==> config.mk <==
export PLATFORM = sky130hd
export DESIGN_NAME = l1_probe_responder
export DESIGN_NICKNAME = d
export VERILOG_FILES = /design/src/rtl/tl_pkg.sv /design/src/rtl/skdbf.sv /design/src/rtl/l1_probe_responder.sv
export SDC_FILE = /design/constraint.sdc
export NUM_CORES = 1
export LEC_CHECK = 0
export ABC_AREA = 1
export ABC_CLOCK_PERIOD_IN_PS = 14500
export CORE_MARGIN = 1.5
export CORE_UTILIZATION = 49
export CTS_CLUSTER_SIZE = 8
export DETAILED_ROUTE_END_ITERATION = 10
export GPL_TIMING_DRIVEN = 0
export PLACE_DENSITY = 0.81
export SETUP_SLACK_MARGIN = 0.02
export SLEW_MARGIN = 0
export SYNTH_ARGS = -nofsm -noshare
export SYNTH_HDL_FRONTEND = slang
export SYNTH_SLANG_ARGS = --single-unit
==> constraint.sdc <==
create_clock -name l1_clock_i -period 14.5 [get_ports l1_clock_i]
set_clock_uncertainty 0.1 [all_clocks]
set_input_delay 2.175 -clock l1_clock_i [delete_from_list [all_inputs] [get_ports l1_clock_i]]
set_output_delay 2.175 -clock l1_clock_i [all_outputs]
set_load 0.1 [all_outputs]
==> src/rtl/tl_pkg.sv <==
// TileLink-C encodings, L1 permission/probe-state types and the probe shrink table.
package tl_pkg;

  localparam int LINE_OFF = 7;

  localparam logic [2:0] TL_OP_PROBE_ACK      = 3'd4;
  localparam logic [2:0] TL_OP_PROBE_ACK_DATA = 3'd5;
  localparam logic [2:0] TL_OP_PROBE          = 3'd6;

  localparam logic [2:0] CAP_TOT = 3'd0;
  localparam logic [2:0] CAP_TOB = 3'd1;
  localparam logic [2:0] CAP_TON = 3'd2;

  localparam logic [2:0] RPT_TTOB = 3'd0;
  localparam logic [2:0] RPT_TTON = 3'd1;
  localparam logic [2:0] RPT_BTON = 3'd2;
  localparam logic [2:0] RPT_TTOT = 3'd3;
  localparam logic [2:0] RPT_BTOB = 3'd4;
  localparam logic [2:0] RPT_NTON = 3'd5;

  typedef enum logic [1:0] {
    PERM_N  = 2'b00,
    PERM_B  = 2'b01,
    PERM_TC = 2'b10,
    PERM_TD = 2'b11
  } l1_perm_e;

  typedef enum logic [2:0] {
    ST_IDLE,
    ST_LOOKUP,
    ST_RESULT,
    ST_ACK,
    ST_DATA,
    ST_UPDATE
  } probe_state_e;

  typedef struct packed {
    logic [2:0] param;
    l1_perm_e   perm;
  } shrink_t;

  // Report param and resulting permission; Tdirty shrinks like T but lands on Tclean.
  function automatic shrink_t probe_shrink(l1_perm_e perm, logic [2:0] cap);
    shrink_t r;
    r.param = RPT_NTON;
    r.perm  = PERM_N;
    case (perm)
      PERM_TC, PERM_TD: begin
        if (cap == CAP_TOT) begin
          r.param = RPT_TTOT;
          r.perm  = PERM_TC;
        end else if (cap == CAP_TOB) begin
          r.param = RPT_TTOB;
          r.perm  = PERM_B;
        end else begin
          r.param = RPT_TTON;
          r.perm  = PERM_N;
        end
      end
      PERM_B: begin
        if (cap == CAP_TON) begin
          r.param = RPT_BTON;
          r.perm  = PERM_N;
        end else begin
          r.param = RPT_BTOB;
          r.perm  = PERM_B;
        end
      end
      default: ;
    endcase
    return r;
  endfunction

endpackage

==> src/rtl/skdbf.sv <==
// Two-entry skid buffer: registered push, head visible same cycle; holds head stable while
// out_rdy is low, in_rdy drops when both entries are full.
module skdbf #(
  parameter int DW = 128
) (
  input  logic          l1_clock_i,
  input  logic          l1_reset_i,
  input  logic          in_vld,
  input  logic [DW-1:0] in_dat,
  output logic          in_rdy,
  output logic          out_vld,
  output logic [DW-1:0] out_dat,
  input  logic          out_rdy,
  output logic [1:0]    count
);

  logic [DW-1:0] mem [2];
  logic          wr_ptr;
  logic          rd_ptr;
  logic          push;
  logic          pop;

  assign in_rdy  = (count != 2'd2);
  assign out_vld = (count != 2'd0);
  assign out_dat = mem[rd_ptr];
  assign push    = in_vld && in_rdy;
  assign pop     = out_vld && out_rdy;

  always_ff @(posedge l1_clock_i or posedge l1_reset_i) begin
    if (l1_reset_i) begin
      mem[0] <= '0;
      mem[1] <= '0;
      wr_ptr <= 1'b0;
      rd_ptr <= 1'b0;
      count  <= 2'd0;
    end else begin
      if (push) begin
        mem[wr_ptr] <= in_dat;
        wr_ptr      <= ~wr_ptr;
      end
      if (pop) rd_ptr <= ~rd_ptr;
      count <= count + 2'(push) - 2'(pop);
    end
  end

endmodule

==> src/rtl/l1_probe_responder.sv <==
// L1 TileLink-C probe agent: B probe -> tag lookup -> ProbeAck/ProbeAckData on C -> perm update.
// One probe in flight; data beats pass a credit-gated skid buffer; GrantAck on E is independent.
module l1_probe_responder
  import tl_pkg::*;
#(
  parameter int TL_AW     = 29,
  parameter int SETS_LOG2 = 8
) (
  input  logic                   l1_clock_i,
  input  logic                   l1_reset_i,
  input  logic [2:0]             b_opcode_i,
  input  logic [2:0]             b_param_i,
  input  logic [3:0]             b_size_i,
  input  logic [TL_AW-1:0]       b_address_i,
  input  logic                   b_valid_i,
  output logic                   b_ready_o,
  output logic [2:0]             c_opcode_o,
  output logic [2:0]             c_param_o,
  output logic [3:0]             c_size_o,
  output logic [TL_AW-1:0]       c_address_o,
  output logic [127:0]           c_data_o,
  output logic                   c_corrupt_o,
  output logic                   c_valid_o,
  input  logic                   c_ready_i,
  output logic                   e_valid_o,
  input  logic                   e_ready_i,
  input  logic                   grant_done_i,
  output logic                   lkp_valid_o,
  output logic [TL_AW-8:0]       lkp_line_o,
  input  logic                   lkp_gnt_i,
  input  logic                   lkp_hit_i,
  input  logic [1:0]             lkp_way_i,
  input  logic [1:0]             lkp_perm_i,
  output logic                   dat_rd_en_o,
  output logic [1:0]             dat_rd_way_o,
  output logic [SETS_LOG2+2:0]   dat_rd_addr_o,
  input  logic [127:0]           dat_rd_data_i,
  output logic                   upd_valid_o,
  output logic [1:0]             upd_way_o,
  output logic [TL_AW-8:0]       upd_line_o,
  output logic [1:0]             upd_perm_o
);

  probe_state_e     state_q, state_d;
  logic [TL_AW-1:0] addr_q;
  logic [2:0]       cap_q;
  logic [1:0]       way_q;
  l1_perm_e         new_perm_q;
  logic [2:0]       c_opc_q;
  logic [2:0]       c_param_q;
  logic [3:0]       c_size_q;
  logic             do_upd_q;
  logic [3:0]       rd_beat_q;
  logic [2:0]       tx_beat_q;
  logic             rd_inflight_q;
  logic [1:0]       pend_cnt_q;

  l1_perm_e         res_perm;
  logic             res_dirty;
  logic             res_none;
  shrink_t          res_shr;
  logic             credit_ok;
  logic             c_fire;
  logic             e_fire;
  logic             skd_in_rdy;
  logic             skd_vld;
  logic [127:0]     skd_dat;
  logic [1:0]       skd_cnt;

  assign res_perm  = l1_perm_e'(lkp_perm_i);
  assign res_dirty = lkp_hit_i && (res_perm == PERM_TD);
  assign res_none  = !lkp_hit_i || (res_perm == PERM_N);
  assign res_shr   = probe_shrink(res_perm, cap_q);
  // A read may only launch if its beat is guaranteed a slot when it returns next cycle.
  assign credit_ok = ({1'b0, skd_cnt} + {2'b0, rd_inflight_q}) < 3'd2;
  assign c_fire    = c_valid_o && c_ready_i;
  assign e_fire    = e_valid_o && e_ready_i;

  skdbf #(.DW(128)) u_skdbf (
    .l1_clock_i (l1_clock_i),
    .l1_reset_i (l1_reset_i),
    .in_vld     (rd_inflight_q),
    .in_dat     (dat_rd_data_i),
    .in_rdy     (skd_in_rdy),
    .out_vld    (skd_vld),
    .out_dat    (skd_dat),
    .out_rdy    (c_ready_i && (state_q == ST_DATA)),
    .count      (skd_cnt)
  );

  always_comb begin
    state_d     = state_q;
    b_ready_o   = 1'b0;
    lkp_valid_o = 1'b0;
    c_valid_o   = 1'b0;
    dat_rd_en_o = 1'b0;
    upd_valid_o = 1'b0;
    case (state_q)
      ST_IDLE: begin
        b_ready_o = 1'b1;
        if (b_valid_i) state_d = ST_LOOKUP;
      end
      ST_LOOKUP: begin
        lkp_valid_o = 1'b1;
        if (lkp_gnt_i) state_d = ST_RESULT;
      end
      ST_RESULT: state_d = res_dirty ? ST_DATA : ST_ACK;
      ST_ACK: begin
        c_valid_o = 1'b1;
        if (c_ready_i) state_d = do_upd_q ? ST_UPDATE : ST_IDLE;
      end
      ST_DATA: begin
        c_valid_o   = skd_vld;
        dat_rd_en_o = (rd_beat_q != 4'd8) && credit_ok;
        if (skd_vld && c_ready_i && (tx_beat_q == 3'd7)) state_d = ST_UPDATE;
      end
      ST_UPDATE: begin
        upd_valid_o = 1'b1;
        state_d     = ST_IDLE;
      end
      default: state_d = ST_IDLE;
    endcase
  end

  always_ff @(posedge l1_clock_i or posedge l1_reset_i) begin
    if (l1_reset_i) begin
      state_q       <= ST_IDLE;
      addr_q        <= '0;
      cap_q         <= 3'd0;
      way_q         <= 2'd0;
      new_perm_q    <= PERM_N;
      c_opc_q       <= 3'd0;
      c_param_q     <= 3'd0;
      c_size_q      <= 4'd0;
      do_upd_q      <= 1'b0;
      rd_beat_q     <= 4'd0;
      tx_beat_q     <= 3'd0;
      rd_inflight_q <= 1'b0;
    end else begin
      state_q       <= state_d;
      rd_inflight_q <= dat_rd_en_o;
      if (b_valid_i && b_ready_o) begin
        addr_q <= b_address_i;
        cap_q  <= b_param_i;
      end
      if (state_q == ST_RESULT) begin
        way_q      <= lkp_way_i;
        c_size_q   <= 4'd7;
        rd_beat_q  <= 4'd0;
        tx_beat_q  <= 3'd0;
        new_perm_q <= res_shr.perm;
        if (res_none) begin
          c_opc_q   <= TL_OP_PROBE_ACK;
          c_param_q <= RPT_NTON;
          do_upd_q  <= 1'b0;
        end else begin
          c_opc_q   <= res_dirty ? TL_OP_PROBE_ACK_DATA : TL_OP_PROBE_ACK;
          c_param_q <= res_shr.param;
          do_upd_q  <= 1'b1;
        end
      end
      if (dat_rd_en_o) rd_beat_q <= rd_beat_q + 4'd1;
      if (c_fire && (state_q == ST_DATA)) tx_beat_q <= tx_beat_q + 3'd1;
    end
  end

  always_ff @(posedge l1_clock_i or posedge l1_reset_i) begin
    if (l1_reset_i) pend_cnt_q <= 2'd0;
    else            pend_cnt_q <= pend_cnt_q + 2'(grant_done_i) - 2'(e_fire);
  end

  assign e_valid_o     = (pend_cnt_q != 2'd0);
  assign c_opcode_o    = c_opc_q;
  assign c_param_o     = c_param_q;
  assign c_size_o      = c_size_q;
  assign c_address_o   = addr_q;
  assign c_data_o      = (state_q == ST_DATA) ? skd_dat : '0;
  assign c_corrupt_o   = 1'b0;
  assign lkp_line_o    = addr_q[TL_AW-1:LINE_OFF];
  assign dat_rd_way_o  = way_q;
  assign dat_rd_addr_o = {addr_q[LINE_OFF +: SETS_LOG2], rd_beat_q[2:0]};
  assign upd_way_o     = way_q;
  assign upd_line_o    = addr_q[TL_AW-1:LINE_OFF];
  assign upd_perm_o    = new_perm_q;

  a_grant_overflow: assert property (@(posedge l1_clock_i) disable iff (l1_reset_i)
    !(grant_done_i && (pend_cnt_q == 2'd3)));
  a_b_is_probe: assert property (@(posedge l1_clock_i) disable iff (l1_reset_i)
    (b_valid_i && b_ready_o) |-> (b_opcode_i == TL_OP_PROBE && b_size_i == 4'd7));
  a_skid_room: assert property (@(posedge l1_clock_i) disable iff (l1_reset_i)
    rd_inflight_q |-> skd_in_rdy);

endmodule
; Word-level counts from Yosys, hierarchy flattened
; Index checks and enable logic that the tools add are counted.
[word_totals]
ff_bits = 317
input_bits = 179
output_inout_bits = 235
word_cells = 104
[op_classes]
addsub = 7
n_lt_le_gt_ge = 4
n_eq_ne = 17
mux = 31
bitwise = 4
n_reduce_logical = 23
[ops]
columns = operator, n
row1 = $mux 128, 5
row2 = $bwmux 256, 1
row3 = $demux 128 s1, 1
row4 = $mux 3, 10
row5 = $pmux 3 s5, 1
row6 = $logic_and 1x1->1, 12
row7 = $mux 4, 3
row8 = $pmux 5 s2, 1
row9 = $eq 3x2->1 const B, 3
row10 = $eq 3x3->1 const B, 3
row11 = $ne 2x2->1 const B, 4
row12 = $reduce_bool 2->1, 4
row13 = $mux 1, 7
row14 = $eq 3x1->1 const B, 2
row15 = $logic_not 3->1, 2
row16 = $mux 5, 1
row17 = $add 2x1->2, 2
row18 = $add 4x1->4 const B, 1
row19 = $eq 2x2->1 const B, 2
row20 = $ge 2x2->1 const B, 2
row21 = $ne 4x4->1 const B, 1
row22 = $not 1->2, 2
row23 = $reduce_and 4->1, 1
row24 = $sub 2x1->2, 2
row25 = 12 further kinds, 13

; Longest topological paths before layout
[depth]
depth_word = 6
mapped_depth = 11
depth_no_buf = 10

; Hierarchy
; Synthesis repeated with hierarchy kept, for this count alone.
[unflattened]
hier_cells = 2207
area_unflattened_um2 = 16226.8
[by_module_without_submodules]
columns = mod, n_inst, cells_per_inst, area_per_inst_um2, seq_area_each_um2
row1 = skdbf, 1, 1581, 12241.7, 6506.2
row2 = l1_probe_responder, 1, 626, 3985.1, 1376.3

; Worst setup path after synthesis
; Ideal clock, no wire load.
[synth_path]
path_kind = flip-flop to output port
from = reg state_q[1]
to = out c_valid_o
t_arrival_ns = 3.023
required_time_ns = 12.225
setup_slack_ns = 9.202
path_stages_with_launch = 6
n_path_buf = 2
cell_sequence = dfrtp_1 buf_2 nor2_1 nand2_1 buf_2 o21ai_0
[synth_via]
elab_chain_cells = 2
word_cells_on_any_way = 3
classes_between = eq/ne (2) / mux (1)
[synth_lines]
columns = item, line
row1 = from (decl), l1_probe_responder.sv:44  ; probe_state_e state_q, state_d;
row2 = from (signal assigned), l1_probe_responder.sv:140  ; state_q <= state_d;
row3 = $eq 3x3->1 / $eq 3x2->1 (equally long branches), l1_probe_responder.sv:98  ; case (state_q)
row4 = $pmux 1 s2 *, l1_probe_responder.sv:98
row5 = to (decl), l1_probe_responder.sv:23  ; output logic c_valid_o,
; Every way passes the cells marked *; elsewhere a longest branch is shown, timed or not.

; Worst setup path after layout
[layout_path]
from = reg u_skdbf.rd_ptr
to = out c_data_o[75]
[layout_via]
elab_chain_cells = 5
[layout_lines]
columns = item, line
row1 = from (decl), skdbf.sv:19  ; logic rd_ptr;
row2 = from (signal assigned), skdbf.sv:41  ; if (pop) rd_ptr <= ~rd_ptr;
row3 = $not 1->2 (implied by the code), skdbf.sv:25  ; assign out_dat = mem[rd_ptr];
row4 = $mux 128 (implied by the code) (3 in a row), skdbf.sv:25
row5 = $mux 128, l1_probe_responder.sv:177  ; assign c_data_o = (state_q == ST_DATA) ? skd_dat : '0;
row6 = to (decl), l1_probe_responder.sv:21  ; output logic [127:0] c_data_o,
; No other way between the ends. The select of a mux whose other input is x is not followed.

==> impl_metrics.prom <==
# TYPE chip_impl_metric gauge
chip_impl_info{name="status",value="finished clean"} 1
chip_impl_info{name="setup_repair_after_global_routing_missed_its_margin",value="no"} 1
chip_impl_metric{name="multi_input_gate_area",unit="um^2"} 5268
chip_impl_metric{name="grt_antenna_before_repair",unit=""} 1
chip_impl_metric{name="effective_utilization_at_floorplan",unit="%"} 50.00
chip_impl_metric{name="dp_worst_setup_slack",unit="ps"} 9026
chip_impl_metric{name="synth_cells",unit=""} 1747
chip_impl_info{name="worst_r2r_endpoint",value="u_skdbf.count[1]"} 1
chip_impl_metric{name="place_congestion",unit=""} 0.8988
chip_impl_metric{name="period_share",unit="%"} 41.76
chip_impl_metric{name="final_net_count",unit=""} 2388
chip_impl_metric{name="number_of_global_route_vias_before_repair",unit=""} 13260
chip_impl_metric{name="yosysTopAreaCellShare",unit="%"} 53.05
chip_impl_metric{name="drt_wl_total",unit="mm"} 44.78
chip_impl_metric{name="route.vias.total",unit=""} 13660
chip_impl_info{name="critical_path.most_common_cell",value="sky130_fd_sc_hd__clkbuf_1"} 1
chip_impl_metric{name="dp.final_hpwl",unit="mm"} 31.49
chip_impl_metric{name="drt-vias-per-instance",unit=""} 5.265
chip_impl_info{name="holdCritPathClass",value="register to register"} 1
chip_impl_metric{name="layout-drive-gt1-share",unit="%"} 13.21
chip_impl_info{name="synth.largest_area_cell",value="sky130_fd_sc_hd__dfrtp_1"} 1
chip_impl_metric{name="tritoncts_num_sinks",unit=""} 315
chip_impl_metric{name="synthDistinctLibCells",unit=""} 28
chip_impl_info{name="clock_tree.root_cell",value="sky130_fd_sc_hd__clkbuf_16"} 1
chip_impl_info{name="most_frequent_cells_in_the_layout",value="614 x sky130_fd_sc_hd__nand2_1, 403 x sky130_fd_sc_hd__clkdlybuf4s50_1, 315 x sky130_fd_sc_hd__dfrtp_1, 153 x sky130_fd_sc_hd__inv_1, 145 x sky130_fd_sc_hd__o21ai_0"} 1
chip_impl_metric{name="power_density",unit="nW/um^2"} 234.7
chip_impl_metric{name="slew_headroom",unit="%"} 25.33
chip_impl_metric{name="stdcell_count",unit=""} 2594
chip_impl_metric{name="detailedRoute.firstIterationViolations",unit=""} 1080
chip_impl_metric{name="worst_skew_pair.late_latency",unit="ps"} 520
chip_impl_metric{name="yosys_warn_count",unit=""} 0
chip_impl_metric{name="critPathRequiredTime",unit="ps"} 12230
chip_impl_metric{name="die_x",unit="um"} 177.1
chip_impl_info{name="worstPathCellList",value="inv_1 > clkbuf_1 > clkbuf_1 > nand2_1 > a21oi_1 > clkdlybuf4s50_1"} 1
chip_impl_metric{name="slowest_delay",unit="ps"} 1190
chip_impl_metric{name="numPlacedInstances",unit=""} 2544
chip_impl_metric{name="synth.ff_latch_count",unit=""} 315
chip_impl_metric{name="syn-cell-area",unit="um^2"} 14860
chip_impl_metric{name="worst_setup_hold_path_clk_slew",unit="ps"} 50
chip_impl_info{name="criticalPathCategory",value="register to output port"} 1
chip_impl_info{name="timing.rr.start",value="state_q[1]"} 1
chip_impl_metric{name="setup_violations",unit=""} 0
chip_impl_info{name="synth_area_leaders",value="sky130_fd_sc_hd__dfrtp_1 53%, sky130_fd_sc_hd__nand2_1 16%, sky130_fd_sc_hd__o21ai_2 6.5%"} 1
chip_impl_metric{name="max-clock-path-buffers",unit=""} 3
chip_impl_metric{name="ir_worst_vdd",unit="V"} 0.0002185
chip_impl_metric{name="antenna_violating_nets_left",unit=""} 0
chip_impl_metric{name="finalCriticalPeriod",unit="ps"} 6055
chip_impl_metric{name="gr-total-overflow",unit=""} 0
chip_impl_metric{name="cp_num_cells",unit=""} 6
chip_impl_metric{name="grt_first_pass_wirelength",unit="mm"} 70.07
chip_impl_metric{name="sequential_area_share_after_synthesis",unit="%"} 53.05
chip_impl_metric{name="detail_route.wl_per_cell",unit="um"} 17.26
chip_impl_metric{name="ios",unit=""} 414
chip_impl_metric{name="height_of_the_die",unit="um"} 177.1
chip_impl_info{name="crit_path_start_kind",value="register"} 1
chip_impl_info{name="cts_tree",value="built"} 1
chip_impl_metric{name="achievable-frequency",unit="GHz"} 0.1651
chip_impl_metric{name="maxCapViolCount",unit=""} 0
chip_impl_metric{name="maxSlewViolCount",unit=""} 0
chip_impl_metric{name="fin_total_pwr",unit="mW"} 4.846
chip_impl_info{name="layout_commonest_cell",value="sky130_fd_sc_hd__nand2_1"} 1
chip_impl_metric{name="register_area",unit="um^2"} 7883
chip_impl_metric{name="hold_slack",unit="ps"} 365.4
chip_impl_metric{name="total_leakage_power",unit="nW"} 10.46
chip_impl_metric{name="post-route-cell-area",unit="um^2"} 20650
chip_impl_info{name="endpoint_kind",value="output port"} 1
chip_impl_metric{name="fp.dieArea",unit="um^2"} 31380
chip_impl_info{name="critical_path_top_delay_cell",value="sky130_fd_sc_hd__clkdlybuf4s50_1"} 1
chip_impl_metric{name="area_growth_syn_to_layout",unit="%"} 38.94
chip_impl_metric{name="detailedRoute.firstPassIterationCount",unit=""} 5
chip_impl_metric{name="reg2reg_setup_slack",unit="ps"} 12180
chip_impl_metric{name="tightestPinTransition",unit="ps"} 1117
chip_impl_metric{name="filler_cell_count",unit=""} 2312
chip_impl_metric{name="io_buffer_count",unit=""} 403
chip_impl_info{name="startpoint",value="u_skdbf.rd_ptr"} 1
chip_impl_metric{name="avgSynthCellArea",unit="um^2"} 8.506
chip_impl_metric{name="grt_max_degree",unit=""} 134
chip_impl_metric{name="worstPathMaxFanout",unit=""} 10
chip_impl_metric{name="grtUsageTotal",unit="%"} 28.51
chip_impl_metric{name="number_of_cells_on_the_worst_reg_to_reg_path",unit=""} 11
chip_impl_metric{name="report.final.hold_viol_count",unit=""} 0
chip_impl_metric{name="critical_path.n_buffers_inverters",unit=""} 4
chip_impl_metric{name="postCtsSetupRepairBufs",unit=""} 0
chip_impl_metric{name="hold_buffers",unit=""} 0
chip_impl_metric{name="cts_htree_levels",unit=""} 2
chip_impl_metric{name="final.setup.worst_slack",unit="ps"} 8445
chip_impl_info{name="critical-path-top-delay-family",value="buffers and inverters"} 1
chip_impl_metric{name="fp.coreArea",unit="um^2"} 29720
chip_impl_metric{name="num_rows",unit=""} 63
chip_impl_metric{name="critical_path_arrival",unit="ps"} 3780
chip_impl_metric{name="cts_buffers",unit=""} 45
chip_impl_metric{name="ctsResizeCount",unit=""} 0
chip_impl_info{name="crit_end",value="c_data_o[75]"} 1
chip_impl_metric{name="dpl-instance-area",unit="um^2"} 19450
chip_impl_metric{name="detail_route.drc_violations",unit=""} 0
[report_power, final]
group	internal (mW)	switching [mW]
clock network	0.564	0.351
logic	0.696	1.89
registers	1.17	0.183
total	2.43	2.42
[cells by family after synthesis]
group | synth area share (%)
compound gates | 16.34
xor+xnor | 0.4126
fa+ha+maj | 0.6737
buf+inv | 11.55
flops | 53.05
other cells | 0.02524
simple gates | 17.95
[worst min-delay path, cell delays in order, from the launching register on]
cell	delay [ps]
sky130_fd_sc_hd__dfrtp_1	330
sky130_fd_sc_hd__nand2_1	50
sky130_fd_sc_hd__nand2_1	50
[cells in the mapped netlist]
cell	instances
sky130_fd_sc_hd__nand2_1	614
sky130_fd_sc_hd__dfrtp_1	315
sky130_fd_sc_hd__inv_1	154
sky130_fd_sc_hd__o21ai_0	145
sky130_fd_sc_hd__a21oi_1	131
sky130_fd_sc_hd__o21ai_2	110
sky130_fd_sc_hd__buf_4	63
sky130_fd_sc_hd__clkbuf_1	48
sky130_fd_sc_hd__nand3_1	47
sky130_fd_sc_hd__buf_2	33
sky130_fd_sc_hd__buf_6	27
sky130_fd_sc_hd__nor2_1	14
sky130_fd_sc_hd__o21ai_1	10
sky130_fd_sc_hd__ha_1	8
sky130_fd_sc_hd__nand4_1	5
sky130_fd_sc_hd__xnor2_1	4
sky130_fd_sc_hd__xor2_1	3
sky130_fd_sc_hd__a2bb2oi_1	2
sky130_fd_sc_hd__buf_1	2
sky130_fd_sc_hd__nor2_2	2
sky130_fd_sc_hd__o21a_1	2
sky130_fd_sc_hd__or2_2	2
sky130_fd_sc_hd__clkbuf_2	1
sky130_fd_sc_hd__conb_1	1
sky130_fd_sc_hd__inv_2	1
sky130_fd_sc_hd__nand3b_1	1
sky130_fd_sc_hd__nor3_1	1
sky130_fd_sc_hd__or2_1	1
[stage by stage]
step | util [%] | TNS, ps
floorplan | - | 0
global placement | 65.24 | -27370
detailed placement | 65.45 | 0
CTS | 69.47 | 0
global route | 69.48 | 0
finish | 69.48 | 0
[routing by layer]
| layer | vias to the layer above | wire, um | GRT usage, % |
|---|---|---|---|
| li1 | 6356 | - | - |
| met1 | 6631 | 18580 | 39.06 |
| met2 | 566 | 21250 | 44.99 |
| met3 | 105 | 3196 | 4.790 |
| met4 | 0 | 1762 | 11.69 |
| met5 | - | 0 | 0 |
[sequential cells by signal (all words and copies together), names as in the netlist, 2 cells and up]
| name | count |
|---|---|
| u_skdbf.mem | 256 |
| c_address_o | 29 |
| rd_beat_q | 4 |
| c_param_o | 3 |
| cap_q | 3 |
| state_q | 3 |
| tx_beat_q | 3 |
| dat_rd_way_o | 2 |
| pend_cnt_q | 2 |
| u_skdbf.count | 2 |
| upd_perm_o | 2 |
[worst min path at each step]
stage,slack [ps],cells after the start,start,end
after floorplan,350,2,u_skdbf.mem[0],u_skdbf.mem[0]
after global placement,350,2,c_address_o[3],c_address_o[3]
after detailed placement,360,2,c_address_o[2],c_address_o[2]
after CTS,370,2,c_address_o[5],c_address_o[5]
after global routing,390,2,c_address_o[2],c_address_o[2]
final,370,2,c_address_o[2],c_address_o[2]
[final cells by class]
| class | instances | share of cell area (%) |
|---|---|---|
| Antenna cell | 1 | 0.01212 |
| Buffer | 174 | 5.497 |
| Tap cell | 390 | 2.363 |
| Multi-Input combinational cell | 1105 | 25.51 |
| Sequential cell | 315 | 38.18 |
| Inverter | 155 | 2.854 |
| Clock buffer | 47 | 5.697 |
| Timing Repair Buffer | 405 | 19.80 |
| Clock inverter | 2 | 0.07878 |
No activity file was read; power rests on OpenSTA's default activity.
